[src/rtl/three_eight_decoder_sequencer_pkg.sv]
`default_nettype none
// ---------------------------------------------------------------------------
// three_eight_decoder_sequencer_pkg : shared widths, FSM states, idle level
// Optional macro DECODER_ACTIVE_LOW_EN selects active-low y.   Rev 1.0
// ---------------------------------------------------------------------------
package three_eight_decoder_sequencer_pkg;

    localparam int CODE_W = 3;
    localparam int OUT_W  = 8;
    localparam int CNT_W  = 8;

    typedef enum logic [1:0] {
        IDLE  = 2'd0,
        PULSE = 2'd1,
        GAP   = 2'd2
    } state_t;

`ifdef DECODER_ACTIVE_LOW_EN
    localparam logic [OUT_W-1:0] Y_IDLE = 8'hFF;
`else
    localparam logic [OUT_W-1:0] Y_IDLE = 8'h00;
`endif

endpackage
`default_nettype wire

[src/rtl/three_eight_decoder.sv]
`default_nettype none
// ---------------------------------------------------------------------------
// three_eight_decoder : combinational 3-to-8 one-hot decoder with enable
// Output polarity follows DECODER_ACTIVE_LOW_EN.                 Rev 1.0
// ---------------------------------------------------------------------------
module three_eight_decoder
    import three_eight_decoder_sequencer_pkg::*;
(
    input  logic              en,
    input  logic [CODE_W-1:0] code,
    output logic [OUT_W-1:0]  y
);

    logic [OUT_W-1:0] w_hot;

    for (genvar i = 0; i < OUT_W; i++) begin : g_line
        assign w_hot[i] = en && (code == CODE_W'(i));
    end

    // Disabled decoder yields all-zero hot vector, which maps onto Y_IDLE.
`ifdef DECODER_ACTIVE_LOW_EN
    assign y = ~w_hot;
`else
    assign y = w_hot;
`endif

endmodule
`default_nettype wire

[src/rtl/three_eight_decoder_sequencer.sv]
`default_nettype none
// ---------------------------------------------------------------------------
// three_eight_decoder_sequencer : handshake-fed one-hot strobe with pulse/gap
// Optional macro DECODER_ACTIVE_LOW_EN selects active-low y.   Rev 1.0
// ---------------------------------------------------------------------------
module three_eight_decoder_sequencer
    import three_eight_decoder_sequencer_pkg::*;
#(
    parameter int PULSE_LEN = 4,
    parameter int GAP_LEN   = 1
) (
    input  logic              clk,
    input  logic              rst_n,
    input  logic              en,
    input  logic              in_valid,
    output logic              in_ready,
    input  logic [CODE_W-1:0] code,
    output logic [OUT_W-1:0]  y,
    output logic              y_valid,
    output logic              done
);

    if (PULSE_LEN < 1 || PULSE_LEN > 255 || GAP_LEN < 0 || GAP_LEN > 255) begin : g_bad_params
        $error("three_eight_decoder_sequencer: PULSE_LEN must be 1..255, GAP_LEN 0..255");
    end

    localparam logic [CNT_W-1:0] C_PULSE_LOAD = CNT_W'(PULSE_LEN - 1);
    localparam logic [CNT_W-1:0] C_GAP_LOAD   = CNT_W'(GAP_LEN - 1);

    state_t             state_q, state_d;
    logic [CNT_W-1:0]   cnt_q, cnt_d;
    logic [CODE_W-1:0]  code_q, code_d;
    logic [OUT_W-1:0]   y_q, y_d;
    logic               y_valid_q, y_valid_d;
    logic               done_q, done_d;

    logic               w_accept;
    logic               w_dec_en;
    logic [CODE_W-1:0]  w_dec_code;
    logic [OUT_W-1:0]   w_dec_y;

    assign in_ready = en && (state_q == IDLE) && rst_n;
    assign w_accept = in_valid && in_ready;

    // Live input code is decoded on accept; the captured code keeps y stable afterwards.
    assign w_dec_code = (state_q == IDLE) ? code : code_q;
    assign w_dec_en   = w_accept || (en && (state_q == PULSE) && (cnt_q != '0));

    three_eight_decoder u_decoder (
        .en   (w_dec_en),
        .code (w_dec_code),
        .y    (w_dec_y)
    );

    always_comb begin
        state_d   = state_q;
        cnt_d     = cnt_q;
        code_d    = code_q;
        y_d       = y_q;
        y_valid_d = y_valid_q;
        done_d    = 1'b0;

        if (!en) begin
            state_d   = IDLE;
            cnt_d     = '0;
            code_d    = '0;
            y_d       = Y_IDLE;
            y_valid_d = 1'b0;
        end else begin
            case (state_q)
                IDLE: begin
                    if (w_accept) begin
                        state_d   = PULSE;
                        cnt_d     = C_PULSE_LOAD;
                        code_d    = code;
                        y_d       = w_dec_y;
                        y_valid_d = 1'b1;
                    end
                end
                PULSE: begin
                    if (cnt_q != '0) begin
                        cnt_d = cnt_q - 1'b1;
                        y_d   = w_dec_y;
                    end else begin
                        y_d       = Y_IDLE;
                        y_valid_d = 1'b0;
                        done_d    = 1'b1;
                        if (GAP_LEN > 0) begin
                            state_d = GAP;
                            cnt_d   = C_GAP_LOAD;
                        end else begin
                            state_d = IDLE;
                            cnt_d   = '0;
                        end
                    end
                end
                GAP: begin
                    if (cnt_q != '0) begin
                        cnt_d = cnt_q - 1'b1;
                    end else begin
                        state_d = IDLE;
                    end
                end
                default: begin
                    state_d   = IDLE;
                    cnt_d     = '0;
                    y_d       = Y_IDLE;
                    y_valid_d = 1'b0;
                end
            endcase
        end
    end

    always_ff @(posedge clk or negedge rst_n) begin
        if (!rst_n) begin
            state_q   <= IDLE;
            cnt_q     <= '0;
            code_q    <= '0;
            y_q       <= Y_IDLE;
            y_valid_q <= 1'b0;
            done_q    <= 1'b0;
        end else begin
            state_q   <= state_d;
            cnt_q     <= cnt_d;
            code_q    <= code_d;
            y_q       <= y_d;
            y_valid_q <= y_valid_d;
            done_q    <= done_d;
        end
    end

    assign y       = y_q;
    assign y_valid = y_valid_q;
    assign done    = done_q;

endmodule
`default_nettype wire

[config.mk]
export PLATFORM = sky130hd
export DESIGN_NAME = three_eight_decoder_sequencer
export DESIGN_NICKNAME = d
export VERILOG_FILES = /design/src/rtl/three_eight_decoder_sequencer_pkg.sv /design/src/rtl/three_eight_decoder.sv /design/src/rtl/three_eight_decoder_sequencer.sv
export SDC_FILE = /design/constraint.sdc
export NUM_CORES = 1
export LEC_CHECK = 0
export ABC_AREA = 1
export CAP_MARGIN = 20
export CORE_MARGIN = 10
export CORE_UTILIZATION = 53
export DETAILED_ROUTE_END_ITERATION = 16
export MAX_ROUTING_LAYER = met4
export PLACE_DENSITY = 0.83
export SETUP_SLACK_MARGIN = 0.3
export SKIP_CTS_REPAIR_TIMING = 1
export SLEW_MARGIN = 40
export SYNTH_ARGS = -nofsm -noshare
export SYNTH_HDL_FRONTEND = slang
export SYNTH_SLANG_ARGS = --single-unit
[constraint.sdc]
create_clock -name clk -period 1.9 [get_ports clk]
set_input_delay 0.38 -clock clk [delete_from_list [all_inputs] [get_ports clk]]
set_output_delay 0.38 -clock clk [all_outputs]
set_load 0.05 [all_outputs]
After elaboration in Yosys (flattened, before gate mapping)
Cells that the tools add are included.
- memories kept: 0
- memory bits (read-only): 0
- bits of input ports: 7
- word-level logic and storage cells: 70
- latch bits: 0
- register bits after elaboration: 23
- bits in writable memories: 0
- output and inout port bits: 11
- div/mod/pow operators: 0
- muxes and demuxes: 25
- shift-type cells: 0
- reduce and logical (&&, ||, !) cells: 22
- bitwise operators: 0
- magnitude comparators: 0
- add/subtract/negate cells: 1
- multiply operators: 0
- equality and inequality tests: 16
- operators by type and width (operator ; count):
    two-way mux 8 bit ; 7
    one-hot mux 8 bit (3 select lines) ; 2
    logical AND 1 bit ; 13
    equality test 3 bit (second input constant) ; 4
    two-way mux 3 bit ; 4
    inequality test 3 bit (second input constant) ; 4
    two-way mux 2 bit ; 4
    nonzero test 8 bit ; 1
    subtractor 8 x 1 -> 8 bit (second input constant) ; 1
    equality test 3 x 2 -> 1 bit (second input constant) ; 2
    two-way mux 1 bit ; 6
    one-hot mux 2 bit (3 select lines) ; 1
    AND reduction 2 bit ; 3
    AND reduction 3 bit ; 2
    inequality test 2 x 1 -> 1 bit (second input constant) ; 2
    equality test 3 x 1 -> 1 bit (second input constant) ; 1
    zero test 3 bit ; 1
    one-hot mux 1 bit (3 select lines) ; 1
    equality test 2 x 1 -> 1 bit (second input constant) ; 1
    equality test 2 bit (second input constant) ; 1
    zero test 2 bit ; 1
    inequality test 2 bit (second input constant) ; 1
    logical OR 1 bit ; 1

Depth between registers and ports, before layout
- depth in word-level cells: 9
- gate-level depth with buffers: 9
- mapped depth without buffers: 9

By module
Synthesis repeated with hierarchy kept, for this count alone.
- cells, all modules: 198
- area total of the unflattened synthesis: 1437.6 um^2
- modules (own cells, without submodules) (module ; times used ; cells each ; area an instance (um^2)):
    three_eight_decoder_sequencer ; 1 ; 181 ; 1373.8
    three_eight_decoder ; 1 ; 17 ; 63.8

Worst setup path after synthesis
OpenSTA, ideal clock, no wires.
- path type: flip-flop to flip-flop
- start point: register state_q[0]
- end point: register y_q[0], in the netlist y[0]
- arrival time: 1442 ps
- required time: 1834 ps
- library setup time: 66 ps
- path slack: 392 ps
- path buffers: 0
- stages on the path, launching flop included: 8
- period minus slack after synthesis: 1508 ps
- cell sequence: dfrtp_1 inv_1 nand2_2 nor3_4 nand2_4 nand2_4 nand3_1 nand2_1
- longest elaborated chain between the ends: 9
- elaborated cells on any way between the ends: 19
- ends and longest elaborated chain (element ; line ; text):
    from (decl) ; three_eight_decoder_sequencer.sv:30 ; state_t state_q, state_d;
    from (signal assigned) ; three_eight_decoder_sequencer.sv:123 ; state_q <= state_d;
    zero test 2 bit (*) ; three_eight_decoder_sequencer.sv:42 ; assign in_ready = en && (state_q == IDLE) && rst_n;
    logical AND 1 bit (*) (2 in series) ; three_eight_decoder_sequencer.sv:42 ;
    named net in_ready ; three_eight_decoder_sequencer.sv:16 ; output logic in_ready,
    logical AND 1 bit (*) ; three_eight_decoder_sequencer.sv:43 ; assign w_accept = in_valid && in_ready;
    logical OR 1 bit ; three_eight_decoder_sequencer.sv:47 ; assign w_dec_en = w_accept || (en && (state_q == PULSE) && (cnt_q != '0));
    logical AND 1 bit ; three_eight_decoder.sv:17 ; assign w_hot[i] = en && (code == CODE_W'(i));
    two-way mux 8 bit, on equally long branches ; three_eight_decoder_sequencer.sv:81, three_eight_decoder_sequencer.sv:72 ;
    one-hot mux 8 bit (3 select lines) ; three_eight_decoder_sequencer.sv:70 ; case (state_q)
    two-way mux 8 bit ; three_eight_decoder_sequencer.sv:63 ; if (!en) begin
    to (signal assigned) ; three_eight_decoder_sequencer.sv:126 ; y_q <= y_d;
    to (decl) ; three_eight_decoder_sequencer.sv:33 ; logic [OUT_W-1:0] y_q, y_d;
The timed path passes the listed nets; every way through them passes the cells marked *. The select of a mux whose other input is x is not followed.
A chain may end at the register's enable or synchronous reset.

Final worst setup path
- start point: input port en
- end point: output port in_ready
- longest elaborated chain between the ends: 2
- ends and longest elaborated chain (element ; line ; text):
    from (decl) ; three_eight_decoder_sequencer.sv:14 ; input logic en,
    logical AND 1 bit (2 in series) ; three_eight_decoder_sequencer.sv:42 ;
    to (decl) ; three_eight_decoder_sequencer.sv:16 ;
Every way passes these cells.

==> flow_summary.ini <==
[setup_path]
critPathLaunchType = input port
r2r-start = cnt_q[0]$_DFFE_PN0P_
crit_type = input port to primary output
required_ns = 1.52
r2r-end = cnt_q[2]$_DFFE_PN0P_
end_kind = primary output
crit_family = buffers and inverters
critPathMaxFanout = 2
ff2ff_setup_slack_ns = 0.39
crit_buf_inv = 3
crit_chain = clkdlybuf4s50_1 > inv_2 > nor3_4 > buf_12
worstPathArrival_ns = 1.34
ff2ff_path_depth = 9
slowest_stage = clkdlybuf4s50_1
crit_path_max_incr_delay_ns = 0.49

[clock_tree]
cts_htree_levels = 1
cts_made_buffers = 3
clk_pin_slew_ns = 0.13
cts-root-buf = clkbuf_4
cts_sinks = 23
cts_tree = yes
clock_latency_ns = 0.31
cts_buffer_depth = 2

[place]
pre_cts_ws_ns = 0.124
numPortBuffers = 17
dpl.hpwl_um = 2280
gp_congestion = 0.777

[yosys]
syn_area_um2 = 1310
synthSimpleGateAreaFrac_pct = 38.3
synth_top_area_cell = dfrtp_1
syn_avg_cell_area_um2 = 7.36
ys_seq_elements = 23
syn-num-nets = 187
synthXorXnorAreaFrac_pct = 1.34
yosysWarningCount = 0
synth_fa_ha_area_share_pct = 1.91
synth.yosys.seq_area_share_pct = 43.9
synthMuxAreaShare_pct = 0
synth_cells = 178
synthTopCellsByArea = dfrtp_1 (44%), nand2_1 (17%), nand3_1 (8.4%)
synth.distinct_cells = 20
synth_top_family_by_area = simple AND/OR/NAND/NOR gates
synth_compound_area_share_pct = 6.21
yosysTopAreaCellShare_pct = 43.9

[global_routing]
antenna_found_initial = 0
grt_pass1_vias = 1230
grt-ovfl-total = 0
grt_use_total_pct = 12.5
grt_max_degree = 24
grt_pass1_wl_um = 5210

[sta]
finalHoldViolations = 0
maxSlewViolCount = 0
holdWs_ns = 0.450
post-route-min-period_ns = 1.72
worstMarginPinSlew_ns = 0.502
slew_headroom_pct = 66.5
finalSetupViolations = 0
fin_crit_sh_pct = 90.4
fin_skew_ns = 0.00287
finalWorstSetupSlack_ns = 0.182
clock.fmax_mhz = 582
rsz0062_at_grt = true
finalSetupTns_ns = 0

[layout]
fin_util_pct = 70.0
layout_commonest_cell = nand2_1
nets = 215
final_cell_mix = nand2_1 (59), inv_1 (23), dfrtp_1 (23), nand3_1 (22)
drive_gt1_share_pct = 20.5
area_delta_synth_final_pct = 21.6
antenna_cells = 0

[floorplanning]
rows = 17
die-area_um2 = 4860
die_w_um = 69.7
coreArea_um2 = 2280
num_io_pins = 18
start_util_pct = 57.6
die_h_um = 69.7

[pwr]
p_total_mw = 1.29
ir_worst_vdd_mv = 0.634
power_density_nw_per_um2 = 812
power.leakage_nw = 0.913

[route]
dr.first_iter.drc_count = 71
wirelength_um = 2880
antenna_left = 0
drt_pre_antenna_iters = 4
wl_per_cell_um = 12.3
drcViolationCount = 0
vias = 1200
vias_per_cell = 5.15

[flow_run]
maxCapViolCount = 0

[hold_path]
hold_path_class = input port to asynchronous set/reset pin

[run_status]
status = finished clean
==> registers in the layout, summed over array words and instances, names as in the netlist <==
| name | cells |
|---|---|
| done | 1 |
| cnt_q | 8 |
| state_q | 2 |
| y_valid | 1 |
| code_q | 3 |
| y | 8 |
==> synth_stat cells, drive strengths merged <==
cell,number
o21ai,10
nand3,23
nor2,18
inv,29
dfrtp,23
nand4,1
nand2,65
nand3b,2
ha,2
a31o,1
nor3,2
xor2,2
==> stage by stage <==
step | cells | area (um^2)
3_5_place_dp | 227 | 1530
3_3_place_gp | 227 | 1530
5_1_grt | 233 | 1590
4_1_cts | 231 | 1560
6_report | 233 | 1590
2_1_floorplan | 178 | 1310
==> cell families after synthesis <==
family / count (synthesis)
flip-flops: 23
XOR/XNOR: 2
adder cells (fa/ha/maj): 2
AO/OA/AOI/OAI: 11
AND/OR/NAND/NOR: 111
buffers and inverters: 29
==> metal layers <==
layer  routed length [um]  GRT usage [%]  vias to the layer above
li1                     -              -                      609
met1                 1290           14.2                      554
met2                 1460           21.1                       30
met3                   84           2.71                        7
met4                   40           4.35                        0
met5                    0              -                        -
==> area by class of cell <==
cell class / instances / area (um^2)
fill: 176 / 683
multi-input combinational: 126 / 641
sequential: 23 / 576
timing repair buffer: 23 / 205
inverter: 29 / 109
tap: 28 / 35.0
clock buffer: 3 / 22.5
clock inverter: 1 / 5.00
==> report_power, final <==
| part | leakage (nW) | internal [mW] | total, mW | switching, mW |
|---|---|---|---|---|
| Sequential | 0.314 | 0.531 | 0.566 | 0.0354 |
| Clock | 0.0177 | 0.0787 | 0.226 | 0.147 |
| Combinational | 0.581 | 0.171 | 0.501 | 0.330 |
| Total | 0.913 | 0.780 | 1.29 | 0.513 |
==> how the worst max path moves through the flow <==
stage	startpoint	endpoint	slack, ns	cells after the start
floorplan	state_q[0]$_DFFE_PN0P_	y[0]$_DFFE_PN0P_	0.39	7
global placement	rst_n	in_ready	0.15	4
detailed placement	en	y[1]$_DFFE_PN0P_	0.12	8
CTS	done$_DFF_PN0_	done	0.05	1
global route	en	in_ready	0.15	4
finish	en	in_ready	0.18	4
(Power assumes the default switching activity.)
